$ cat src/rtl/draw_pkg.sv
// draw_pkg: shared definitions for the draw engine.
//   - command opcodes
//   - FSM state encoding
//   - operand field offsets inside the 256-bit command data word
//   - operand extraction and constant shift-add multiply helpers
package draw_pkg;

  localparam logic [7:0] CMD_FILL_RECT = 8'h01;
  localparam logic [7:0] CMD_CLEAR     = 8'h02;

  localparam int DATA_W    = 256;
  localparam int COORD_W   = 17;  // one bit wider than operands so x0+w cannot wrap
  localparam int X0_OFF    = 0;
  localparam int Y0_OFF    = 16;
  localparam int W_OFF     = 32;
  localparam int H_OFF     = 48;
  localparam int COLOR_OFF = 64;

  typedef logic [COORD_W-1:0] coord_t;

  typedef enum logic [2:0] {
    ST_IDLE  = 3'd0,
    ST_SETUP = 3'd1,
    ST_ROW   = 3'd2,
    ST_REQ   = 3'd3,
    ST_WAIT  = 3'd4,
    ST_DONE  = 3'd5
  } state_t;

  // Pull one 16-bit operand out of the command data word.
  function automatic logic [15:0] get_field(input logic [DATA_W-1:0] d, input logic [7:0] off);
    return d[off +: 16];
  endfunction

  // a * k for a constant k, built from shifted adds so no multiplier is inferred.
  function automatic logic [31:0] mul_const(input logic [15:0] a, input int unsigned k);
    logic [31:0] acc;
    acc = 32'd0;
    for (int i = 0; i < 32; i++) begin
      if (k[i]) acc = acc + (32'(a) << i);
      else      acc = acc;
    end
    return acc;
  endfunction

endpackage

$ cat src/rtl/draw_clip.sv
// draw_clip: combinational clip / validate of a rectangle against the screen.
// Build option: DRAW_ENGINE_CLIP_EN
//   defined   -> rectangle is clipped to [0,SCREEN_W) x [0,SCREEN_H); a fully
//                off-screen rectangle comes out with zero width/height.
//   undefined -> rectangle passes unchanged; reject=1 if it overruns the screen.
// Ports:
//   x0,y0,w,h   in  16  requested rectangle
//   cx,cy,cw,ch out 16  resulting rectangle
//   reject      out 1   rectangle is not drawable
module draw_clip import draw_pkg::*; #(
  parameter int SCREEN_W = 800,
  parameter int SCREEN_H = 480
) (
  input  logic [15:0] x0,
  input  logic [15:0] y0,
  input  logic [15:0] w,
  input  logic [15:0] h,
  output logic [15:0] cx,
  output logic [15:0] cy,
  output logic [15:0] cw,
  output logic [15:0] ch,
  output logic        reject
);

  coord_t x_end_s;
  coord_t y_end_s;

  assign x_end_s = coord_t'(x0) + coord_t'(w);
  assign y_end_s = coord_t'(y0) + coord_t'(h);

  // Clip or validate the rectangle extents.
  always_comb begin
    cx     = x0;
    cy     = y0;
    cw     = w;
    ch     = h;
    reject = 1'b0;
`ifdef DRAW_ENGINE_CLIP_EN
    if (coord_t'(x0) >= coord_t'(SCREEN_W)) cw = 16'd0;
    else if (x_end_s > coord_t'(SCREEN_W))  cw = 16'(coord_t'(SCREEN_W) - coord_t'(x0));
    else                                    cw = w;
    if (coord_t'(y0) >= coord_t'(SCREEN_H)) ch = 16'd0;
    else if (y_end_s > coord_t'(SCREEN_H))  ch = 16'(coord_t'(SCREEN_H) - coord_t'(y0));
    else                                    ch = h;
`else
    if ((x_end_s > coord_t'(SCREEN_W)) || (y_end_s > coord_t'(SCREEN_H))) reject = 1'b1;
    else                                                                  reject = 1'b0;
`endif
  end

endmodule

$ cat src/rtl/draw_engine.sv
// draw_engine: rasterises FILL_RECT / CLEAR commands into SDRAM write bursts.
// Each burst is at most MAX_BURST pixels and never crosses a row.
// Build option: DRAW_ENGINE_CLIP_EN (clip instead of reject, see draw_clip).
// Ports:
//   clk, rst_n                   clock, async active-low reset
//   command[7:0], data[255:0]    opcode and operands, taken on commit while ack=1
//   commit, bank[1:0]            command valid, target framebuffer bank
//   write_burst_data_req         controller consumed one rgb word
//   write_burst_data_finish      current burst complete
//   write_burst_req              burst request, held until finish
//   rgb, addr, write_burst_len   pixel colour, burst start address, burst length
//   done, err, ack               completion pulse, reject pulse, idle/ready
module draw_engine import draw_pkg::*; #(
  parameter int PIXEL_W    = 16,
  parameter int ADDR_W     = 24,
  parameter int BURST_BITS = 10,
  parameter int MAX_BURST  = 256,
  parameter int SCREEN_W   = 800,
  parameter int SCREEN_H   = 480
) (
  input  logic                  clk,
  input  logic                  rst_n,
  input  logic [7:0]            command,
  input  logic [DATA_W-1:0]     data,
  input  logic                  commit,
  input  logic [1:0]            bank,
  input  logic                  write_burst_data_req,
  input  logic                  write_burst_data_finish,
  output logic                  write_burst_req,
  output logic [PIXEL_W-1:0]    rgb,
  output logic [ADDR_W-1:0]     addr,
  output logic [BURST_BITS-1:0] write_burst_len,
  output logic                  done,
  output logic                  err,
  output logic                  ack
);

  localparam int RB_W = ADDR_W - 2;

  state_t                state_r, next_state_s;
  logic [7:0]            op_r;
  logic [1:0]            bank_r;
  logic [PIXEL_W-1:0]    color_r;
  logic [15:0]           x0_r, y0_r, w_r, h_r;
  logic [15:0]           clip_x_s, clip_y_s, clip_w_s, clip_h_s;
  logic                  clip_reject_s, bad_op_s, setup_abort_s;
  logic [15:0]           cx_r, cw_r, rows_left_r;
  logic [RB_W-1:0]       row_base_r;
  coord_t                col_r, rem_r;
  logic                  err_r;
  logic [ADDR_W-1:0]     addr_r;
  logic [BURST_BITS-1:0] len_r, beat_cnt_r;
  coord_t                col_after_s, rem_after_s, burst_col_s, burst_rem_s;
  logic [BURST_BITS-1:0] burst_len_s;
  logic [ADDR_W-1:0]     burst_addr_s;

  draw_clip #(.SCREEN_W(SCREEN_W), .SCREEN_H(SCREEN_H)) u_clip (
    .x0(x0_r), .y0(y0_r), .w(w_r), .h(h_r),
    .cx(clip_x_s), .cy(clip_y_s), .cw(clip_w_s), .ch(clip_h_s),
    .reject(clip_reject_s)
  );

  assign bad_op_s      = (op_r != CMD_FILL_RECT) && (op_r != CMD_CLEAR);
  assign setup_abort_s = bad_op_s || clip_reject_s || (clip_w_s == 16'd0) || (clip_h_s == 16'd0);

  // Next burst parameters: start of a row in ROW, continuation after a finish otherwise.
  always_comb begin
    col_after_s = col_r + coord_t'(len_r);
    rem_after_s = rem_r - coord_t'(len_r);
    if (state_r == ST_ROW) begin
      burst_col_s = coord_t'(cx_r);
      burst_rem_s = coord_t'(cw_r);
    end else begin
      burst_col_s = col_after_s;
      burst_rem_s = rem_after_s;
    end
    if (burst_rem_s > coord_t'(MAX_BURST)) burst_len_s = BURST_BITS'(MAX_BURST);
    else                                    burst_len_s = BURST_BITS'(burst_rem_s);
    burst_addr_s = {bank_r, row_base_r + RB_W'(burst_col_s)};
  end

  // FSM state register.
  always_ff @(posedge clk or negedge rst_n) begin
    if (!rst_n) state_r <= ST_IDLE;
    else        state_r <= next_state_s;
  end

  // FSM next-state logic.
  always_comb begin
    next_state_s = state_r;
    case (state_r)
      ST_IDLE:  if (commit) next_state_s = ST_SETUP; else next_state_s = ST_IDLE;
      ST_SETUP: if (setup_abort_s) next_state_s = ST_DONE; else next_state_s = ST_ROW;
      ST_ROW:   next_state_s = ST_REQ;
      ST_REQ:   next_state_s = ST_WAIT;
      ST_WAIT: begin
        if (!write_burst_data_finish)       next_state_s = ST_WAIT;
        else if (rem_after_s != coord_t'(0)) next_state_s = ST_REQ;
        else if (rows_left_r > 16'd1)        next_state_s = ST_ROW;
        else                                 next_state_s = ST_DONE;
      end
      ST_DONE:  next_state_s = ST_IDLE;
      default:  next_state_s = ST_IDLE;
    endcase
  end

  // Command latch, setup results and per-burst/row datapath.
  always_ff @(posedge clk or negedge rst_n) begin
    if (!rst_n) begin
      op_r        <= 8'd0;
      bank_r      <= 2'd0;
      color_r     <= {PIXEL_W{1'b0}};
      x0_r        <= 16'd0;
      y0_r        <= 16'd0;
      w_r         <= 16'd0;
      h_r         <= 16'd0;
      cx_r        <= 16'd0;
      cw_r        <= 16'd0;
      rows_left_r <= 16'd0;
      row_base_r  <= {RB_W{1'b0}};
      col_r       <= coord_t'(0);
      rem_r       <= coord_t'(0);
      err_r       <= 1'b0;
      addr_r      <= {ADDR_W{1'b0}};
      len_r       <= {BURST_BITS{1'b0}};
    end else begin
      case (state_r)
        ST_IDLE: if (commit) begin
          op_r    <= command;
          bank_r  <= bank;
          color_r <= data[COLOR_OFF +: PIXEL_W];
          if (command == CMD_CLEAR) begin
            x0_r <= 16'd0;
            y0_r <= 16'd0;
            w_r  <= 16'(SCREEN_W);
            h_r  <= 16'(SCREEN_H);
          end else begin
            x0_r <= get_field(data, 8'(X0_OFF));
            y0_r <= get_field(data, 8'(Y0_OFF));
            w_r  <= get_field(data, 8'(W_OFF));
            h_r  <= get_field(data, 8'(H_OFF));
          end
        end
        ST_SETUP: begin
          cx_r        <= clip_x_s;
          cw_r        <= clip_w_s;
          rows_left_r <= clip_h_s;
          // Only the first row base needs y0*SCREEN_W; later rows accumulate.
          row_base_r  <= RB_W'(mul_const(clip_y_s, SCREEN_W));
          err_r       <= bad_op_s || clip_reject_s;
        end
        ST_ROW: begin
          col_r  <= burst_col_s;
          rem_r  <= burst_rem_s;
          addr_r <= burst_addr_s;
          len_r  <= burst_len_s;
        end
        ST_WAIT: if (write_burst_data_finish) begin
          if (rem_after_s != coord_t'(0)) begin
            col_r  <= burst_col_s;
            rem_r  <= burst_rem_s;
            addr_r <= burst_addr_s;
            len_r  <= burst_len_s;
          end else begin
            rows_left_r <= rows_left_r - 16'd1;
            row_base_r  <= row_base_r + RB_W'(SCREEN_W);
          end
        end
        default: ;
      endcase
    end
  end

  // Beats taken in the current burst; saturates at the burst length so extra beats are harmless.
  always_ff @(posedge clk or negedge rst_n) begin
    if (!rst_n)
      beat_cnt_r <= {BURST_BITS{1'b0}};
    else if ((state_r == ST_ROW) || ((state_r == ST_WAIT) && write_burst_data_finish))
      beat_cnt_r <= {BURST_BITS{1'b0}};
    else if (write_burst_req && write_burst_data_req && (beat_cnt_r < len_r))
      beat_cnt_r <= beat_cnt_r + {{(BURST_BITS-1){1'b0}}, 1'b1};
  end

  assign ack             = (state_r == ST_IDLE);
  assign write_burst_req = (state_r == ST_REQ) || (state_r == ST_WAIT);
  assign done            = (state_r == ST_DONE);
  assign err             = (state_r == ST_DONE) && err_r;
  assign rgb             = (state_r == ST_IDLE) ? {PIXEL_W{1'b0}} : color_r;
  assign addr            = addr_r;
  assign write_burst_len = len_r;

endmodule

$ cat config.mk
export PLATFORM = sky130hd
export DESIGN_NAME = draw_engine
export DESIGN_NICKNAME = d
export VERILOG_FILES = /design/src/rtl/draw_pkg.sv /design/src/rtl/draw_clip.sv /design/src/rtl/draw_engine.sv
export SDC_FILE = /design/constraint.sdc
export NUM_CORES = 1
export LEC_CHECK = 0
export CAP_MARGIN = 5
export CORE_ASPECT_RATIO = 1.75
export CORE_MARGIN = 3
export CORE_UTILIZATION = 35
export DETAILED_ROUTE_END_ITERATION = 16
export GPL_TIMING_DRIVEN = 1
export MAX_ROUTING_LAYER = met4
export PLACE_DENSITY = 0.66
export SLEW_MARGIN = 40
export SYNTH_ARGS = -nofsm -noshare
export SYNTH_HDL_FRONTEND = slang
export SYNTH_SLANG_ARGS = --single-unit
$ cat constraint.sdc
create_clock -name clk -period 4.1 [get_ports clk]
set_clock_uncertainty 0.2 [all_clocks]
set_input_delay 0.82 -clock clk [delete_from_list [all_inputs] [get_ports clk]]
set_output_delay 0.82 -clock clk [all_outputs]
set_load 0.05 [all_outputs]
==> flow_metrics.tcl, run 1 <==
set metrics [dict create \
    outcome "finished, violations left" \
    failed_checks "setup timing" \
    slew_violations 0 \
    fin_ws_ns -0.199 \
    endpoint_kind "register" \
    synth.distinct_cells 90 \
    cts_root_buf "clkbuf_16" \
    async_flop_share_pct 100 \
    critical_path.top_delay_family "compound AO/OA/AOI/OAI gates" \
    fmax_mhz 233 \
    cts-htree-levels 1 \
    synth_largest_area_cell "dfrtp_1" \
    tritoncts "yes" \
    post_layout_nonfiller_instances 2475 \
    die_area_um2 44900 \
    ant_nets 0 \
    drc 0 \
    relSlewSlack_pct 33.7 \
    numCtsBuffers 23 \
    insertion_delay_ns 0.55 \
    io_pins 325 \
    seq_area_frac_synth_pct 38.2 \
    arrival_ns 4.51 \
    rsz0062_at_grt "true" \
    grt_antenna_before_repair 0 \
    diodes 0 \
    crit_buf_inv 1 \
    setup_viol 10 \
    drt_wl_total_um 46700 \
    required_ns 4.31 \
    cts.path.max_buffers 3 \
    dp.cells 2394 \
    clock-sinks 226 \
    yosys-top-cells-count "nand2_1 (251), dfrtp_1 (226), nor2_1 (97)" \
    pre_cts_slack_ns -0.570 \
    synth_fp_nets 2008 \
    synth_area_leaders "dfrtp_1 (38%), ha_1 (7.9%), nand2_1 (6.4%)" \
    rr_worst_depth 18 \
    row_count 99 \
    crit_path_max_fanout 3 \
    netlist_area_um2 14800 \
    first_iter_violations 687 \
    routabilityCongestion 0.923 \
    grt_pass1_wl_um 73500 \
    maxCapViolations 0 \
    crit_slowest_cell "dfrtp_2" \
    clk_pin_slew_ns 0.07 \
    cpPeakStageDelay_ns 0.44 \
    io_buffers 147 \
    leakage_uw 0.00848 \
    core-area_um2 41700 \
    wl_per_cell_um 18.9 \
    crit_chain "ha_4 -> buf_6 -> nand3_4 -> a21boi_4 -> o21a_1 -> o21ai_2 -> a211oi_4 -> o311ai_2 -> xor2_1 -> o21ai_2 -> ha_4 -> and2_4 -> a22o_1 -> a311o_1 -> a31o_2 -> and3_4 -> o21ai_4 -> o21ai_2" \
    crit_start "write_burst_len[2]" \
    power_uw 20100 \
    r2r-start "write_burst_len[2]" \
    synthFlopType "dfrtp_1" \
    dp_hpwl_um 34900 \
    synth_cells 1638 \
    irDropWorstVdd_mv 0.545 \
    num_vias 13600 \
    finalSetupTns_ns -1.09 \
    worst_pin_slew_ns 0.993 \
    grt_pass1_vias 13900 \
    initial_core_util_pct 35.5 \
    hp-class "input pin to asynchronous set/reset pin" \
    area_delta_synth_final_pct 31.0 \
    rr_endpoint "addr[19]" \
    drt-vias-per-instance 5.49 \
    dr.pass1.iters 5 \
    drive_above_1_share_pct 19.4 \
    grt_remaining_overflow 0 \
    crit_path_start_kind "register" \
    yosysTopAreaCellShare_pct 38.2 \
    die_h_um 278 \
    post-route-period-util_pct 105 \
    grtUsageTotal_pct 20.6 \
    criticalPathCategory "register to register" \
    synth.ff_latch_count 226 \
    powerDensity_nw_per_um2 1030 \
    r2r_setup_slack_ns -0.20 \
    grt_max_degree 91 \
    synth_edf_count 0 \
    crit_top_cell "o21ai_2" \
    yosysMostFrequentCell "nand2_1" \
    finalHoldViolations 0 \
    ys_warn_count 0 \
    fin_crit_ns 4.30 \
    die_w_um 161 \
    synth_area_per_cell_um2 9.04 \
    nets 2274 \
]
[placed cells by master (no fill, tap or decap), types with 43 or more instances in the layout]
| cell type | n |
|---|---|
| clkdlybuf4s50_1 | 146 |
| xnor2_1 | 43 |
| nor2_1 | 94 |
| o21ai_0 | 75 |
| nand2_1 | 248 |
| inv_1 | 51 |
| buf_4 | 147 |
| a22o_1 | 63 |
| dfrtp_1 | 220 |
| nand3_1 | 48 |
| nor3_1 | 46 |
| ha_1 | 82 |
| a21oi_1 | 66 |
[sequential cells by signal (all words and copies together) (netlist names)]
name	flops
col_r	17
h_r	16
rows_left_r	16
x0_r	16
bank_r	2
y0_r	16
cx_r	16
w_r	16
rem_r	17
color_r	16
state_r	3
addr	23
err_r	1
op_r	8
write_burst_len	10
cw_r	16
row_base_r	17
[timing repair]
item                       in CTS  in global routing
hold buffers                    0                  0
pin swaps                      55                 37
gates resized for setup        46                 72
setup endpoints to repair      13                 26
setup buffers                  33                  9
[worst max path at each step]
stage                     endpoint  cells past startpoint
final                     addr[19]                     18
after detailed placement  addr[19]                     20
after global routing      addr[21]                     18
after floorplan           addr[21]                     18
after global placement    addr[19]                     20
after CTS                 addr[19]                     19
[power breakdown]
part | internal, µW | switching [µW] | total [µW]
logic | 6100 | 7510 | 13600
registers | 3250 | 1110 | 4360
clock network | 1170 | 936 | 2100
[cell type report]
cell class | count | area, µm²
clock buffer | 28 | 634
clock inverter | 13 | 106
fill | 4004 | 22300
inverter | 51 | 191
multi-input combinational | 1283 | 9180
sequential | 226 | 5660
tap | 555 | 694
timing repair buffer | 319 | 2920
[per-stage QoR]
stage	cell area, µm²	hold WS [ns]	util (%)
finish	19400	0.0607	46.5
global route	19400	0.118	46.5
CTS	19000	0.0996	45.6
detailed placement	17800	0.254	42.7
global placement	17800	0.251	42.7
floorplan	14900	0.237	-
[metal layers]
layer	vias up	track usage, %	share of wire (%)
met3	133	2.06	3.7
met5	-	-	0
li1	6543	-	-
met2	355	37.8	53
met1	6556	22.4	38
met4	0	8.74	4.9
[kinds of logic (layout without fill, tap and decap cells)]
kind of cell | count (synthesis) | in the layout | synth area share, %
simple gates | 597 | 597 | 19.2
compound gates | 475 | 475 | 22.4
flops | 226 | 226 | 38.2
buf+inv | 129 | 411 | 3.58
fa+ha+maj | 99 | 99 | 8.67
xor+xnor | 65 | 65 | 3.85
mux | 46 | 46 | 4.15
other cells | 1 | 1 | 0.0253
Power figures use the tool's default switching activity.
==> inputs of run 2 (changes only) <==
--- a/config.mk
+++ b/config.mk
@@ -7,10 +7,9 @@
 export LEC_CHECK = 0
 export CAP_MARGIN = 5
 export CORE_ASPECT_RATIO = 1.75
-export CORE_MARGIN = 3
 export CORE_UTILIZATION = 35
+export CTS_CLUSTER_SIZE = 25
 export DETAILED_ROUTE_END_ITERATION = 16
-export GPL_TIMING_DRIVEN = 1
 export MAX_ROUTING_LAYER = met4
 export PLACE_DENSITY = 0.66
 export SLEW_MARGIN = 40
==> run 2 against run 1 <==
Effect of this change:
- the flow finishes with violations (hold timing, setup timing)
- clock power grew 10%
- global-route usage grew 1.7 points
- sequential share of layout area is essentially flat
- combinational power is essentially flat
- design area is essentially flat
- maximum frequency grew 1.2%
- sequential power is essentially flat
- cell count is essentially flat
- non-clock buffer count grew 1
- hold slack lost 0.083 ns
- register-to-register slack gained 0.05 ns
- critical endpoint is now addr[21]
- largest power group unchanged
==> flow_metrics.tcl, run 2 (synthesized netlist as in run 1, its figures left out) <==
set metrics [dict create \
    outcome "finished, violations left" \
    failed_checks "hold timing, setup timing" \
    rr_worst_depth 18 \
    final_cell_area_um2 19400 \
    cts-htree-levels 1 \
    rsz0062_at_grt "true" \
    clk_pin_slew_ns 0.07 \
    num_vias 13600 \
    core-area_um2 41700 \
    final_common_cell "nand2_1" \
    insertion_delay_ns 0.55 \
    grt_pass1_wl_um 73500 \
    drt-vias-per-instance 5.49 \
    powerDensity_nw_per_um2 1060 \
    nFillCells 4002 \
    grt_antenna_before_repair 0 \
    crit_path_max_fanout 3 \
    drive_above_1_share_pct 18.7 \
    endpoint_kind "register" \
    post-route-period-util_pct 104 \
    fin_crit_ns 4.25 \
    ant_nets 0 \
    slew_violations 0 \
    drc 0 \
    rr_endpoint "addr[21]" \
    row_count 99 \
    clock-sinks 226 \
    grt_pass1_vias 13900 \
    fin_ws_ns -0.147 \
    criticalPathCategory "register to register" \
    ctsHoldBuffers 0 \
    setup_viol 6 \
    seqCellArea_um2 5660 \
    grtUsageTotal_pct 22.3 \
    grt_remaining_overflow 0 \
    dpl_cell_area_um2 17900 \
    maxCapViolations 0 \
    final_cell_mix "nand2_1 (249), dfrtp_1 (222), buf_4 (160), clkdlybuf4s50_1 (146), nor2_1 (94)" \
    hold_slack_ns -0.0227 \
    drt_wl_total_um 46600 \
    arrival_ns 4.47 \
    die_h_um 274 \
    diodes 0 \
    required_ns 4.32 \
    first_iter_violations 743 \
    largest_reg_flops 23 \
    io_pins 325 \
    io_buffers 147 \
    area_delta_synth_final_pct 30.9 \
    dp_hpwl_um 35300 \
    finalHoldViolations 19 \
    fmax_mhz 235 \
    crit_path_start_kind "register" \
    nets 2275 \
    relSlewSlack_pct 47.5 \
    die_w_um 157 \
    hp-class "input pin to asynchronous set/reset pin" \
    routabilityCongestion 0.967 \
    leakage_uw 0.00852 \
    dr.pass1.iters 5 \
    cts_root_buf "clkbuf_16" \
    irDropWorstVdd_mv 0.577 \
    cts.path.max_buffers 3 \
    r2r-start "write_burst_len[0]" \
    multi_input_area_um2 9130 \
    tritoncts "yes" \
    numCtsBuffers 23 \
    worst_pin_slew_ns 0.786 \
    final_core_util_pct 46.4 \
    grt_max_degree 97 \
    die_area_um2 43200 \
    r2r_setup_slack_ns -0.15 \
    initial_core_util_pct 35.5 \
    wl_per_cell_um 18.8 \
]
==> run 2: how the worst max path moves through the flow <==
stage,start,endpoint,slack (ns),cells after the start
floorplan,write_burst_len[0],addr[21],-0.06,18
global route,y0_r[1],row_base_r[20],-0.35,18
finish,write_burst_len[0],addr[21],-0.15,18
global placement,write_burst_len[2],addr[18],-0.54,22
CTS,write_burst_len[0],addr[21],-0.13,18
detailed placement,write_burst_len[3],addr[19],-0.58,19
==> run 2: timing repair <==
item,in CTS,in global routing
endpoints found under the hold margin,0,0
gates resized for setup,51,38
pin swaps,51,17
setup buffers,18,6
setup endpoints to repair,14,68
==> run 2: cell type report <==
cell class / instances / area share [%]
Inverter: 51 / 0.988
Clock buffer: 29 / 3.29
Multi-Input combinational cell: 1283 / 47.1
Tap cell: 555 / 3.58
Timing Repair Buffer: 320 / 14.9
Clock inverter: 12 / 0.943
Sequential cell: 226 / 29.2
==> run 2: report_power, final <==
group	total, µW	switching [µW]	internal, µW
logic	13900	7600	6260
registers	4330	1080	3250
clock network	2320	951	1360
total	20500	9640	10900
==> run 2: layer usage <==
layer	track usage (%)	share of wire, %	vias up
met5	-	0	-
met4	10.7	4.9	0
met3	1.69	2.9	129
met2	41.1	54	356
met1	23.7	38	6550
li1	-	-	6547
==> run 2: critical path, cell delays in order, from the launching register on <==
cell and delay (ns):
dfrtp_2 0.43, ha_4 0.17, fa_2 0.36, nand3_2 0.10
a21boi_2 0.07, o21a_1 0.20, o21ai_2 0.16, a211oi_2 0.12
buf_4 0.17, o311ai_4 0.33, xor2_1 0.21, a21oi_2 0.10
ha_4 0.16, or3_1 0.35, a311o_1 0.28, a31o_2 0.25
nand4_1 0.10, xnor2_1 0.07, mux2_4 0.25
==> run 2: stage by stage <==
step	instances	setup TNS (ns)	total power (µW)	setup slack (ns)
final	2476	-0.604	20500	-0.147
after CTS	2471	-0.616	20200	-0.130
after detailed placement	2413	-3.75	17300	-0.575
after global routing	2476	-2.61	22000	-0.349
after floorplan	1638	-0.0637	12900	-0.0637
after global placement	2413	-3.12	17000	-0.535
==> inputs of run 3 (changes only) <==
--- a/config.mk
+++ b/config.mk
@@ -7,6 +7,7 @@
 export LEC_CHECK = 0
 export CAP_MARGIN = 5
 export CORE_ASPECT_RATIO = 1.75
+export CORE_MARGIN = 2
 export CORE_UTILIZATION = 35
 export CTS_CLUSTER_SIZE = 25
 export DETAILED_ROUTE_END_ITERATION = 16
==> run 3 against run 2 <==
Effect of this change:
- the flow finishes with violations (setup timing)
- die area rose by 2.0%
- cell count fell by 1.3%
- register-to-register slack got worse by 0.02 ns
- largest power group unchanged
==> flow_metrics.tcl, run 3 (synthesized netlist as in run 1, its figures left out) <==
set metrics [dict create \
    nets 2243 \
    largest_reg_flops 23 \
    final_core_util_pct 45.8 \
    dp_hpwl_um 35300 \
    die_h_um 276 \
    finalSetupTns_ns -0.474 \
    worst_pin_slew_ns 0.964 \
    final_common_cell "nand2_1" \
    io_buffers 147 \
    wl_per_cell_um 19.1 \
    cts_root_buf "clkbuf_16" \
    core-area_um2 41700 \
    met3WireLength_um 1350 \
    crit_path_max_fanout 3 \
    io_pins 325 \
    setup_viol 4 \
    numCtsBuffers 24 \
    clk_pin_slew_ns 0.07 \
    maxCapViolations 0 \
    grt_antenna_before_repair 0 \
    power_uw 20200 \
    pwr-share-seq_pct 21.7 \
    slew_violations 0 \
    power.share.switching_pct 47.8 \
    dr.pass1.iters 5 \
    grt_pass1_wl_um 74200 \
    fin_crit_ns 4.27 \
    drt-vias-per-instance 5.51 \
    combPwrFrac_pct 67.3 \
    ctsHoldBuffers 0 \
    final_cell_mix "nand2_1 (250), dfrtp_1 (221), clkdlybuf4s50_1 (146), buf_4 (128), nor2_1 (94)" \
    die_w_um 159 \
    dpl_cell_area_um2 17800 \
    area_delta_synth_final_pct 29.1 \
    multi_input_area_um2 9160 \
    seqCellArea_um2 5660 \
    insertion_delay_ns 0.54 \
    required_ns 4.33 \
    arrival_ns 4.49 \
    routabilityCongestion 0.916 \
    outcome "finished, violations left" \
    irDropWorstVdd_mv 0.590 \
    fin_ws_ns -0.168 \
    cts.path.max_buffers 3 \
    final_cell_area_um2 19100 \
    first_iter_violations 766 \
    grt_max_degree 85 \
    diodes 0 \
    endpoint_kind "register" \
    grt_remaining_overflow 0 \
    drc 0 \
    relSlewSlack_pct 35.7 \
    fmax_mhz 234 \
    powerDensity_nw_per_um2 1060 \
    die_area_um2 44000 \
    wl_met2_um 24900 \
    failed_checks "setup timing" \
    post-route-period-util_pct 104 \
    p_sw_uw 9630 \
    rsz0062_at_grt "true" \
    initial_core_util_pct 35.5 \
    drt_wl_total_um 46800 \
    grt_pass1_vias 13800 \
    ant_nets 0 \
    cts-htree-levels 1 \
    grtUsageTotal_pct 21.3 \
    finalHoldViolations 0 \
    row_count 99 \
    clock-sinks 226 \
    highest_layer "met4" \
    drt-met1-wl_um 18500 \
    rr_worst_depth 18 \
    cellInternalPower_uw 10500 \
    p_clk_share_pct 11.0 \
    hp-class "input pin to asynchronous set/reset pin" \
    criticalPathCategory "register to register" \
    crit_path_start_kind "register" \
    num_vias 13500 \
    tritoncts "yes" \
    drive_above_1_share_pct 17.4 \
    leakage_uw 0.00836 \
    nFillCells 4034 \
]
run 3: cell count changes in the layout (fill, tap and decap cells not counted), moves of 3 or more:
cell / change
buf_4: -32
xnor2_2: +3
xnor2_1: -3
bufinv_16: -3
o21ai_2: +3
a21oi_1: -3
run 3: area by class of cell:
class	instances	share of cell area, %
Clock buffer	31	3.50
Clock inverter	12	0.589
Inverter	51	1.00
Multi-Input combinational cell	1283	47.9
Sequential cell	226	29.6
Tap cell	555	3.63
Timing Repair Buffer	287	13.7
run 3: worst max-delay path, stage by stage (launching register included):
cell	delay (ns)
dfrtp_2	0.43
ha_4	0.17
fa_2	0.39
nand3_4	0.09
a21boi_4	0.07
o21a_1	0.20
o21ai_2	0.16
a211oi_2	0.11
buf_4	0.16
o311ai_4	0.31
xor2_1	0.22
a21oi_2	0.11
ha_4	0.17
or3_1	0.33
a311o_1	0.28
a31o_2	0.26
nand4_1	0.13
xnor2_2	0.09
mux2_4	0.26
run 3: final timing paths:
path | startpoint | end | slack (ns)
max in group asynchronous | rst_n | h_r[5] | 2.78
min reg2reg | color_r[10] | color_r[10] | 0.27
min | rst_n | col_r[2] | 0.04
max | write_burst_len[0] | addr[21] | -0.17
min in group clk | color_r[10] | color_r[10] | 0.27
max reg2reg | write_burst_len[0] | addr[21] | -0.17
run 3: repair_timing:
item | in CTS | in global routing
buffers inserted | 10 | 2
setup endpoints to repair | 11 | 26
gates resized for setup | 39 | 54
cloned | 0 | 0
pin swaps | 35 | 27
run 3: routing by layer:
| layer | up-vias | global-route usage, % |
|---|---|---|
| li1 | 6479 | - |
| met5 | - | - |
| met2 | 302 | 38.7 |
| met4 | 0 | 9.09 |
| met1 | 6574 | 23.8 |
| met3 | 110 | 1.70 |
run 3: stage by stage:
stage / std cells / worst slack (ns) / hold slack, ns
CTS: 2444 / -0.179 / 0.0598
global route: 2445 / -0.325 / 0.0900
global placement: 2392 / -0.479 / 0.250
detailed placement: 2392 / -0.469 / 0.255
floorplan: 1638 / -0.0637 / 0.237
finish: 2445 / -0.168 / 0.0423
run 3: power groups by stage:
stage / logic [µW] / registers, µW / clock network (µW)
2_1_floorplan: 8520 / 4380 / 0
3_3_place_gp: 12500 / 4340 / 0
3_5_place_dp: 12700 / 4380 / 0
4_1_cts: 13100 / 4350 / 2280
5_1_grt: 14800 / 4510 / 2340
6_report: 13600 / 4380 / 2210
